**src/rtl/proc_pkg.sv**
```systemverilog
`default_nettype none
// ============================================================================
// Module   : proc_pkg
// Purpose  : Shared widths, fetch-state encoding and PC reset address.
// Revision : 1.0 - initial release
// ============================================================================
package proc_pkg;

  localparam int c_ADDR_W = 16;
  localparam int c_DATA_W = 16;

  localparam logic [c_ADDR_W-1:0] c_PC_RESET_ADDR = 16'h0004;

  localparam logic [2:0] c_ST_IDLE  = 3'd0;
  localparam logic [2:0] c_ST_FETCH = 3'd1;
  localparam logic [2:0] c_ST_HOLD  = 3'd2;
  localparam logic [2:0] c_ST_REDIR = 3'd3;
  localparam logic [2:0] c_ST_ERR   = 3'd4;

  typedef enum logic [2:0] {
    IDLE  = c_ST_IDLE,
    FETCH = c_ST_FETCH,
    HOLD  = c_ST_HOLD,
    REDIR = c_ST_REDIR,
    ERR   = c_ST_ERR
  } fetch_state_t;

endpackage
`default_nettype wire

```
**src/rtl/fetch_unit_if.sv**
```systemverilog
`default_nettype none
// ============================================================================
// Module   : fetch_unit_if
// Purpose  : PC, instruction-memory, decoder and branch signals of the fetch unit.
// Revision : 1.0 - initial release
// ============================================================================
interface fetch_unit_if #(
  parameter int ADDR_W = proc_pkg::c_ADDR_W,
  parameter int DATA_W = proc_pkg::c_DATA_W
);

  logic [ADDR_W-1:0] pc_in;
  logic              incr_pc;
  logic              load;
  logic [ADDR_W-1:0] load_addr;
  logic              mem_req;
  logic [ADDR_W-1:0] mem_addr;
  logic              mem_ack;
  logic [DATA_W-1:0] mem_rdata;
  logic [DATA_W-1:0] ir;
  logic              ir_valid;
  logic              ir_ready;
  logic              branch_req;
  logic [ADDR_W-1:0] branch_target;
  logic              fetch_err;

  modport master (
    input  pc_in, mem_ack, mem_rdata, ir_ready, branch_req, branch_target,
    output incr_pc, load, load_addr, mem_req, mem_addr, ir, ir_valid, fetch_err
  );

  modport slave (
    output pc_in, mem_ack, mem_rdata, ir_ready, branch_req, branch_target,
    input  incr_pc, load, load_addr, mem_req, mem_addr, ir, ir_valid, fetch_err
  );

endinterface
`default_nettype wire

```
**src/rtl/fetch_unit_timeout.sv**
```systemverilog
`default_nettype none
// ============================================================================
// Module   : fetch_timeout
// Purpose  : Saturating wait counter; flags the last permitted wait cycle.
// Revision : 1.0 - initial release
// ============================================================================
module fetch_timeout #(
  parameter int MAX_WAIT = 15
) (
  input  logic clock,
  input  logic resetN,
  input  logic i_clear,
  input  logic i_enable,
  output logic o_expired
);

  localparam int CNT_W = $clog2(MAX_WAIT + 1);

  logic [CNT_W-1:0] r_count;

  always_ff @(posedge clock) begin
    if (!resetN || i_clear) begin
      r_count <= '0;
    end else if (i_enable && (r_count != CNT_W'(MAX_WAIT))) begin
      r_count <= r_count + CNT_W'(1);
    end
  end

  // High when one more unacknowledged cycle brings the count to MAX_WAIT.
  assign o_expired = (r_count >= CNT_W'(MAX_WAIT - 1));

endmodule
`default_nettype wire

```
**src/rtl/fetch_unit.sv**
```systemverilog
`default_nettype none
// ============================================================================
// Module   : fetch_unit
// Purpose  : Fetch controller: PC -> memory req/ack -> IR valid/ready, with redirect.
// Revision : 1.0 - initial release
// ============================================================================
module fetch_unit
  import proc_pkg::*;
#(
  parameter int ADDR_W   = c_ADDR_W,
  parameter int DATA_W   = c_DATA_W,
  parameter int MAX_WAIT = 15
) (
  input  logic         clock,
  input  logic         resetN,
  fetch_unit_if.master bus
);

  fetch_state_t r_state;
  fetch_state_t w_state_nxt;

  logic              w_to_fetch;
  logic              w_accept;
  logic              w_redirect;
  logic              w_timeout;
  logic              w_cnt_en;
  logic              w_expired;
  logic [ADDR_W-1:0] w_redir_target;

  logic              r_incr_pc;
  logic              r_load;
  logic [ADDR_W-1:0] r_load_addr;
  logic              r_mem_req;
  logic [ADDR_W-1:0] r_mem_addr;
  logic [DATA_W-1:0] r_ir;
  logic              r_ir_valid;
  logic              r_fetch_err;
  logic              r_pending;
  logic [ADDR_W-1:0] r_pend_target;

  fetch_timeout #(
    .MAX_WAIT (MAX_WAIT)
  ) u_timeout (
    .clock     (clock),
    .resetN    (resetN),
    .i_clear   (w_to_fetch),
    .i_enable  (w_cnt_en),
    .o_expired (w_expired)
  );

  always_ff @(posedge clock) begin
    if (!resetN) begin
      r_state <= IDLE;
    end else begin
      r_state <= w_state_nxt;
    end
  end

  always_comb begin
    w_state_nxt    = r_state;
    w_to_fetch     = 1'b0;
    w_accept       = 1'b0;
    w_redirect     = 1'b0;
    w_timeout      = 1'b0;
    w_cnt_en       = 1'b0;
    w_redir_target = bus.branch_target;
    case (r_state)
      IDLE: begin
        if (bus.branch_req) begin
          w_redirect  = 1'b1;
          w_state_nxt = REDIR;
        end else begin
          w_to_fetch  = 1'b1;
          w_state_nxt = FETCH;
        end
      end
      FETCH: begin
        // The outstanding request always completes; a branch seen on the ack edge still wins.
        if (bus.mem_ack) begin
          if (r_pending || bus.branch_req) begin
            w_redirect     = 1'b1;
            w_redir_target = bus.branch_req ? bus.branch_target : r_pend_target;
            w_state_nxt    = REDIR;
          end else begin
            w_accept    = 1'b1;
            w_state_nxt = HOLD;
          end
        end else if (w_expired) begin
          w_timeout   = 1'b1;
          w_state_nxt = ERR;
        end else begin
          w_cnt_en = 1'b1;
        end
      end
      HOLD: begin
        if (bus.branch_req) begin
          w_redirect  = 1'b1;
          w_state_nxt = REDIR;
        end else if (bus.ir_ready) begin
          w_to_fetch  = 1'b1;
          w_state_nxt = FETCH;
        end
      end
      REDIR: begin
        if (bus.branch_req) begin
          w_redirect  = 1'b1;
          w_state_nxt = REDIR;
        end else begin
          w_to_fetch  = 1'b1;
          w_state_nxt = FETCH;
        end
      end
      ERR: begin
        w_state_nxt = ERR;
      end
      default: begin
        w_state_nxt = IDLE;
      end
    endcase
  end

  always_ff @(posedge clock) begin
    if (!resetN) begin
      r_incr_pc     <= 1'b0;
      r_load        <= 1'b0;
      r_load_addr   <= '0;
      r_mem_req     <= 1'b0;
      r_mem_addr    <= '0;
      r_ir          <= '0;
      r_ir_valid    <= 1'b0;
      r_fetch_err   <= 1'b0;
      r_pending     <= 1'b0;
      r_pend_target <= '0;
    end else begin
      r_incr_pc  <= w_accept;
      r_load     <= w_redirect;
      r_mem_req  <= (w_state_nxt == FETCH);
      r_ir_valid <= (w_state_nxt == HOLD);
      if (w_redirect) begin
        r_load_addr <= w_redir_target;
      end
      if (w_to_fetch) begin
        r_mem_addr <= bus.pc_in;
      end
      if (w_accept) begin
        r_ir <= bus.mem_rdata;
      end
      if (w_timeout) begin
        r_fetch_err <= 1'b1;
      end
      // Last branch during an outstanding fetch wins; flag clears once the fetch resolves.
      r_pending <= (r_state == FETCH) && (w_state_nxt == FETCH) && (r_pending || bus.branch_req);
      if ((r_state == FETCH) && bus.branch_req) begin
        r_pend_target <= bus.branch_target;
      end
    end
  end

  assign bus.incr_pc   = r_incr_pc;
  assign bus.load      = r_load;
  assign bus.load_addr = r_load_addr;
  assign bus.mem_req   = r_mem_req;
  assign bus.mem_addr  = r_mem_addr;
  assign bus.ir        = r_ir;
  assign bus.ir_valid  = r_ir_valid;
  assign bus.fetch_err = r_fetch_err;

endmodule
`default_nettype wire
```
**src/flat_wrapper.sv**
```systemverilog
// flat-port wrapper written by rule: the top's interface ports become plain ports
module fetch_unit_flat import proc_pkg::*;
#(
  parameter int ADDR_W   = c_ADDR_W,
  parameter int DATA_W   = c_DATA_W,
  parameter int MAX_WAIT = 15
)
  (clock, resetN, bus_pc_in, bus_mem_ack, bus_mem_rdata, bus_ir_ready, bus_branch_req, bus_branch_target, bus_incr_pc, bus_load, bus_load_addr, bus_mem_req, bus_mem_addr, bus_ir, bus_ir_valid, bus_fetch_err);
  fetch_unit_if #(.ADDR_W(ADDR_W), .DATA_W(DATA_W)) bus_i ();
  input  logic clock;
  input  logic resetN;
  input wire logic [$bits(bus_i.pc_in)-1:0] bus_pc_in;
  input wire logic [$bits(bus_i.mem_ack)-1:0] bus_mem_ack;
  input wire logic [$bits(bus_i.mem_rdata)-1:0] bus_mem_rdata;
  input wire logic [$bits(bus_i.ir_ready)-1:0] bus_ir_ready;
  input wire logic [$bits(bus_i.branch_req)-1:0] bus_branch_req;
  input wire logic [$bits(bus_i.branch_target)-1:0] bus_branch_target;
  output wire logic [$bits(bus_i.incr_pc)-1:0] bus_incr_pc;
  output wire logic [$bits(bus_i.load)-1:0] bus_load;
  output wire logic [$bits(bus_i.load_addr)-1:0] bus_load_addr;
  output wire logic [$bits(bus_i.mem_req)-1:0] bus_mem_req;
  output wire logic [$bits(bus_i.mem_addr)-1:0] bus_mem_addr;
  output wire logic [$bits(bus_i.ir)-1:0] bus_ir;
  output wire logic [$bits(bus_i.ir_valid)-1:0] bus_ir_valid;
  output wire logic [$bits(bus_i.fetch_err)-1:0] bus_fetch_err;
  assign bus_i.pc_in = bus_pc_in;
  assign bus_i.mem_ack = bus_mem_ack;
  assign bus_i.mem_rdata = bus_mem_rdata;
  assign bus_i.ir_ready = bus_ir_ready;
  assign bus_i.branch_req = bus_branch_req;
  assign bus_i.branch_target = bus_branch_target;
  assign bus_incr_pc = bus_i.incr_pc;
  assign bus_load = bus_i.load;
  assign bus_load_addr = bus_i.load_addr;
  assign bus_mem_req = bus_i.mem_req;
  assign bus_mem_addr = bus_i.mem_addr;
  assign bus_ir = bus_i.ir;
  assign bus_ir_valid = bus_i.ir_valid;
  assign bus_fetch_err = bus_i.fetch_err;
  fetch_unit #(.ADDR_W(ADDR_W), .DATA_W(DATA_W), .MAX_WAIT(MAX_WAIT)) u_core (.clock(clock), .resetN(resetN), .bus(bus_i));
endmodule
```
**config.mk**
```make
export PLATFORM = sky130hd
export DESIGN_NAME = fetch_unit_flat
export DESIGN_NICKNAME = d
export VERILOG_FILES = /design/src/rtl/proc_pkg.sv /design/src/rtl/fetch_unit_if.sv /design/src/rtl/fetch_unit_timeout.sv /design/src/rtl/fetch_unit.sv /design/src/flat_wrapper.sv
export SDC_FILE = /design/constraint.sdc
export NUM_CORES = 1
export LEC_CHECK = 0
export CAP_MARGIN = 20
export CORE_AREA = 8 8 111 113
export CTS_BUF_LIST = sky130_fd_sc_hd__clkbuf_4
export DETAILED_ROUTE_END_ITERATION = 7
export DIE_AREA = 0 0 119 121
export GPL_ROUTABILITY_DRIVEN = 0
export PLACE_DENSITY = 0.56
export SLEW_MARGIN = 30
export SYNTH_ARGS = -nofsm -noshare
export SYNTH_HDL_FRONTEND = slang
export SYNTH_SLANG_ARGS = --single-unit
```
**constraint.sdc**
```tcl
create_clock -name clock -period 4.6 [get_ports clock]
set_input_delay 0.69 -clock clock [delete_from_list [all_inputs] [get_ports clock]]
set_output_delay 0.69 -clock clock [all_outputs]
set_load 0.01 [all_outputs]
```
Yosys cells after proc, flatten, opt, wreduce, memory -nomap -nowiden
Cells that the tools add are included.

word-level totals
  logic and storage cells = 59
  register bits after elaboration = 77
  bits of input ports = 53

operators by class
  eq/ne operators = 7
  order comparisons = 1
  reduce and logical (&&, ||, !) cells = 10
  muxes and demuxes = 28
  add/subtract/negate cells = 1

operators by type and width
  cell                                                                    number
  16-bit 2-to-1 mux                                                       4
  1-bit 2-to-1 mux                                                        16
  3-bit 2-to-1 mux                                                        4
  3-bit one-hot mux with 4 select lines                                   1
  3-bit by 2-bit equality test with 1-bit output (second input constant)  3
  3-bit by 1-bit equality test with 1-bit output (second input constant)  2
  4-bit by 1-bit adder with 4-bit output (second input constant)          1
  4-bit greater-or-equal comparator (second input constant)               1
  1-bit logical AND                                                       4
  4-bit != test (second input constant)                                   1
  1-bit one-hot mux with 2 select lines                                   2
  3-bit equality test (second input constant)                             1
  3-bit zero test                                                         1
  3-bit OR reduction                                                      1
  1-bit logical OR                                                        2
  2-bit 2-to-1 mux                                                        1
  2-bit OR reduction                                                      1
  1-bit zero test                                                         1

Logic depth before layout (Yosys ltp)
  depth after elaboration = 7
  mapped depth = 7
  mapped depth without buffers = 6

Hierarchy
A second synthesis with hierarchy kept.

unflattened totals
  cells, all modules = 338
  area total of the unflattened synthesis = 3151.8 sq um

by module, submodules not included
  module         instances  seq. area each (sq um)  area each (sq um)  cells an instance
  fetch_unit     1          1461.4                  2927.8             315
  fetch_timeout  1          80.1                    224.0              23

Least setup slack after synthesis
Ideal clock, no wire load.

  path kind = in2reg
  start point = input port bus_branch_req
  end point = register u_core.r_load_addr[0] (netlist: u_core.bus.load_addr[0])
  path buffers = 2
  slack = 2621 ps
  data required time = 4526 ps
  stages = 6
  library setup time = 74 ps
  data arrival time = 1904 ps
  cell sequence = clkbuf_1 > inv_1 > a221oi_2 > clkbuf_1 > o21ai_0 > a31oi_1

between the ends
  longest elaborated chain between the ends = 4

RTL lines
  what                                                                               line                                source
  start, declared                                                                    flat_wrapper.sv:16                  input wire logic [$bits(bus_i.branch_req)-1:0] bus_branch_req;
  1-bit logical OR / 16-bit 2-to-1 mux (equally long branches)                       fetch_unit.sv:80, fetch_unit.sv:82
  1-bit 2-to-1 mux / 16-bit 2-to-1 mux (equally long branches)                       fetch_unit.sv:80                    if (r_pending || bus.branch_req) begin
  1-bit 2-to-1 mux / 16-bit 2-to-1 mux (equally long branches)                       fetch_unit.sv:79                    if (bus.mem_ack) begin
  1-bit one-hot mux with 2 select lines / 16-bit 2-to-1 mux (equally long branches)  fetch_unit.sv:67                    case (r_state)
  end signal, assigned                                                               fetch_unit.sv:140                   r_load_addr <= w_redir_target;
  end, declared                                                                      fetch_unit.sv:32                    logic [ADDR_W-1:0] r_load_addr;

Parallel ways exist; a longest one is shown, timed or not.
A chain may end at the register's enable or synchronous reset.

Worst setup path in the final report
  start point = input port bus_branch_req
  end point = register u_core.r_load_addr[9] (netlist: u_core.bus.load_addr[9])

The elaborated chain is that of the path after synthesis.

==> impl_metrics.toml <==
[sta]
finalCritPeriodShare = 0.505
finalMaxSlewViolations = 0
min_period_ns = 2.32
setup_ws_ns = 2.28
setup_violations = 0
worst_hold_slack_ns = 0.473
relSlewSlack = 0.510
clock_skew_ns = 0.0122
hold_viol_final = 0
rsz0062_at_grt = "no"
fmax_mhz = 430
setup_tns_ns = 0
tightestPinTransition_ns = 0.734

[floorplanning]
dieArea_sq_um = 14400
core-area_sq_um = 10600
io_pins = 106
start_util = 0.293
die_h_um = 121
fp.dieW_um = 119
num_rows = 38

[flow_run]
cap_viol_max_count = 0

[global_routing]
grt_max_degree = 72
grt_first_pass_wirelength_um = 13600
grt_antenna_before_repair = 0
grt_pass1_vias = 2599
grt_usage = 0.116
overflow = 0

[setup_path]
slowest_stage = "clkdlybuf4s50_1"
cp.buffers_inverters = 3
worst_ep_arrival_time_ns = 2.66
worstPathRequired_ns = 4.93
r2r-start = "u_core.r_state[0]"
critPathTopFamily = "buffers and inverters"
ff2ff_path_depth = 4
cp.depth = 6
critPathLaunchType = "input port"
crit_chain = "clkdlybuf4s50_1 -> inv_1 -> a221oi_4 -> buf_6 -> o21ai_0 -> a31oi_1"
reg2reg_to = "u_core.bus.ir[5]"
end_kind = "flop"
r2r_slack_ns = 2.59
path_class = "input port to flop"
slowest_delay_ns = 0.64
worstPathMaxFanout = 18
crit_start = "bus_branch_req"

[clock_tree]
cts_sinks = 77
cts_root_buf = "clkbuf_4"
h-tree-depth = 3
clk_latency_ns = 0.40
cts_buffers = 9
holdBufCountCts = 0
cts_resized = 0
post_cts_buffers = 0
clock_path_buffers = 2
tritoncts = "yes"
clkTransAtPathRegs_ns = 0.13

[detailed_routing]
routedWlPerCell_um = 14.3
drc = 0
drtIter0Drc = 107
via_per_inst = 4.55
first_pass_iters = 4
num_vias = 2674
drt_wl_total_um = 8390
ant_nets = 0

[final_layout]
layout.nets = 498
utilization = 0.418
final_cells = 588
drive_gt1_frac = 0.0558
syn_to_final_growth_pct = 42.6
design_area_sq_um = 4430
n_antenna_cell = 0

[min_path]
worstHoldEndpoint = "u_core.bus.ir[10]"
hold_start = "u_core.bus.ir[10]"
min_path_cells = 2
min_path_type = "flop to flop"

[place]
hpwlAfterDp_um = 5760
place_area_sq_um = 4250
portBuffers = 105
placedCellCount = 572
detailedPlace.worstSlack_ns = 1.84

[synth]
synthCells = 348
syn_avg_cell_area_sq_um = 8.93
yosysUniqueCellTypes = 41
ys_seq_elements = 77
syn_area_sq_um = 3110
synthArstFlopShare = 0
synth_edf_count = 0
synth_seq_area_share = 0.496
ys_warn_count = 0
synthFlopType = "dfxtp_1"
synth_nets = 403

[power_and_ir_drop]
power_mw = 1.51
p_int_mw = 1.13
power_frac_seq = 0.487
combPwrFrac = 0.165
ir_drop_uv = 195
switching_share = 0.251
power_frac_clock = 0.348
p_leak_nw = 1.59
power.switching_mw = 0.377
p_per_area_nw_per_um2 = 340

[status]
outcome = "complete, no violations"
==> worst max-delay path by stage <==
stage | end | slack, ns
after floorplan | u_core.bus.load_addr[0] | 2.62
after global placement | u_core.bus.load_addr[1] | 1.75
after detailed placement | u_core.bus.ir[5] | 1.84
after CTS | u_core.bus.ir[5] | 2.28
after global routing | u_core.bus.ir[12] | 2.12
final | u_core.bus.load_addr[9] | 2.28
==> registers in the layout, summed over array words and instances, names as in the netlist, 3 cells and up <==
register,count
u_core.bus.mem_addr,16
u_core.r_state,3
u_core.u_timeout.r_count,4
u_core.bus.load_addr,16
u_core.r_pend_target,16
u_core.bus.ir,16
==> logic make-up (layout without fill, tap and decap cells) <==
group,Yosys count,after routing,synth area share
XOR/XNOR,1,1,0.00282
buffers and inverters,28,128,0.0427
adder cells (fa/ha/maj),2,2,0.00805
AO/OA/AOI/OAI,80,80,0.183
multiplexers,16,16,0.0515
flip-flops,77,77,0.496
AND/OR/NAND/NOR,144,144,0.216
==> power by group through the flow <==
stage	combinational [mW]	sequential, mW	clock, mW
global placement	0.247	0.748	0
floorplan	0.112	0.754	0
global route	0.273	0.739	0.574
CTS	0.253	0.733	0.545
detailed placement	0.251	0.747	0
finish	0.249	0.733	0.525
==> tightest hold or removal path, delay by kind of cell, from the launching register on <==
family,cells,cell delay (ns)
AOI/OAI and AO/OA,1,0.06
and+or+nand+nor,1,0.04
DFF,1,0.33
==> metal layers <==
layer / part of all wire / vias to the layer above / global-route usage
li1: - / 1371 / -
met1: 0.49 / 1202 / 0.150
met2: 0.42 / 93 / 0.171
met3: 0.078 / 8 / 0.0414
met4: 0.012 / 0 / 0.0443
met5: 0 / - / 0
==> cells in the mapped netlist, drive strengths merged, types with 2 or more instances <==
cell	count	share of area
nor2b	20	0.043
nand3b	2	0.0048
nand2b	2	0.0040
o21ai	17	0.027
nor3b	4	0.0097
and2	2	0.0040
and3	3	0.0060
a21boi	33	0.080
clkbuf	14	0.017
buf	9	0.019
dfxtp	77	0.50
a221oi	2	0.0076
a31oi	16	0.032
nor2	6	0.0089
ha	2	0.0081
nand2	99	0.12
inv	5	0.0060
a21oi	3	0.0048
mux2i	16	0.052
==> placed cells by master (no fill, tap or decap), types with 2 or more instances in the layout <==
| cell | n |
|---|---|
| nand2b_1 | 2 |
| a21boi_0 | 33 |
| bufinv_16 | 3 |
| ha_1 | 2 |
| a21oi_1 | 3 |
| dfxtp_1 | 77 |
| buf_4 | 2 |
| nor3b_1 | 4 |
| nor2b_1 | 19 |
| nor2_1 | 4 |
| clkdlybuf4s50_1 | 104 |
| inv_1 | 5 |
| nand2_1 | 99 |
| nand3b_1 | 2 |
| nor2_2 | 2 |
| clkbuf_4 | 10 |
| mux2i_1 | 16 |
| and3_1 | 3 |
| o21ai_0 | 17 |
| a31oi_1 | 16 |
| and2_1 | 2 |
==> final cells by class <==
cell class | count | area [sq um]
Timing Repair Buffer | 107 | 1070
Clock inverter | 6 | 110
Inverter | 5 | 18.8
Sequential cell | 77 | 1540
Fill cell | 1057 | 6170
Clock buffer | 10 | 75.1
Tap cell | 140 | 175
Multi-Input combinational cell | 243 | 1450
Note: power is estimated with default switching activity, not from simulation.
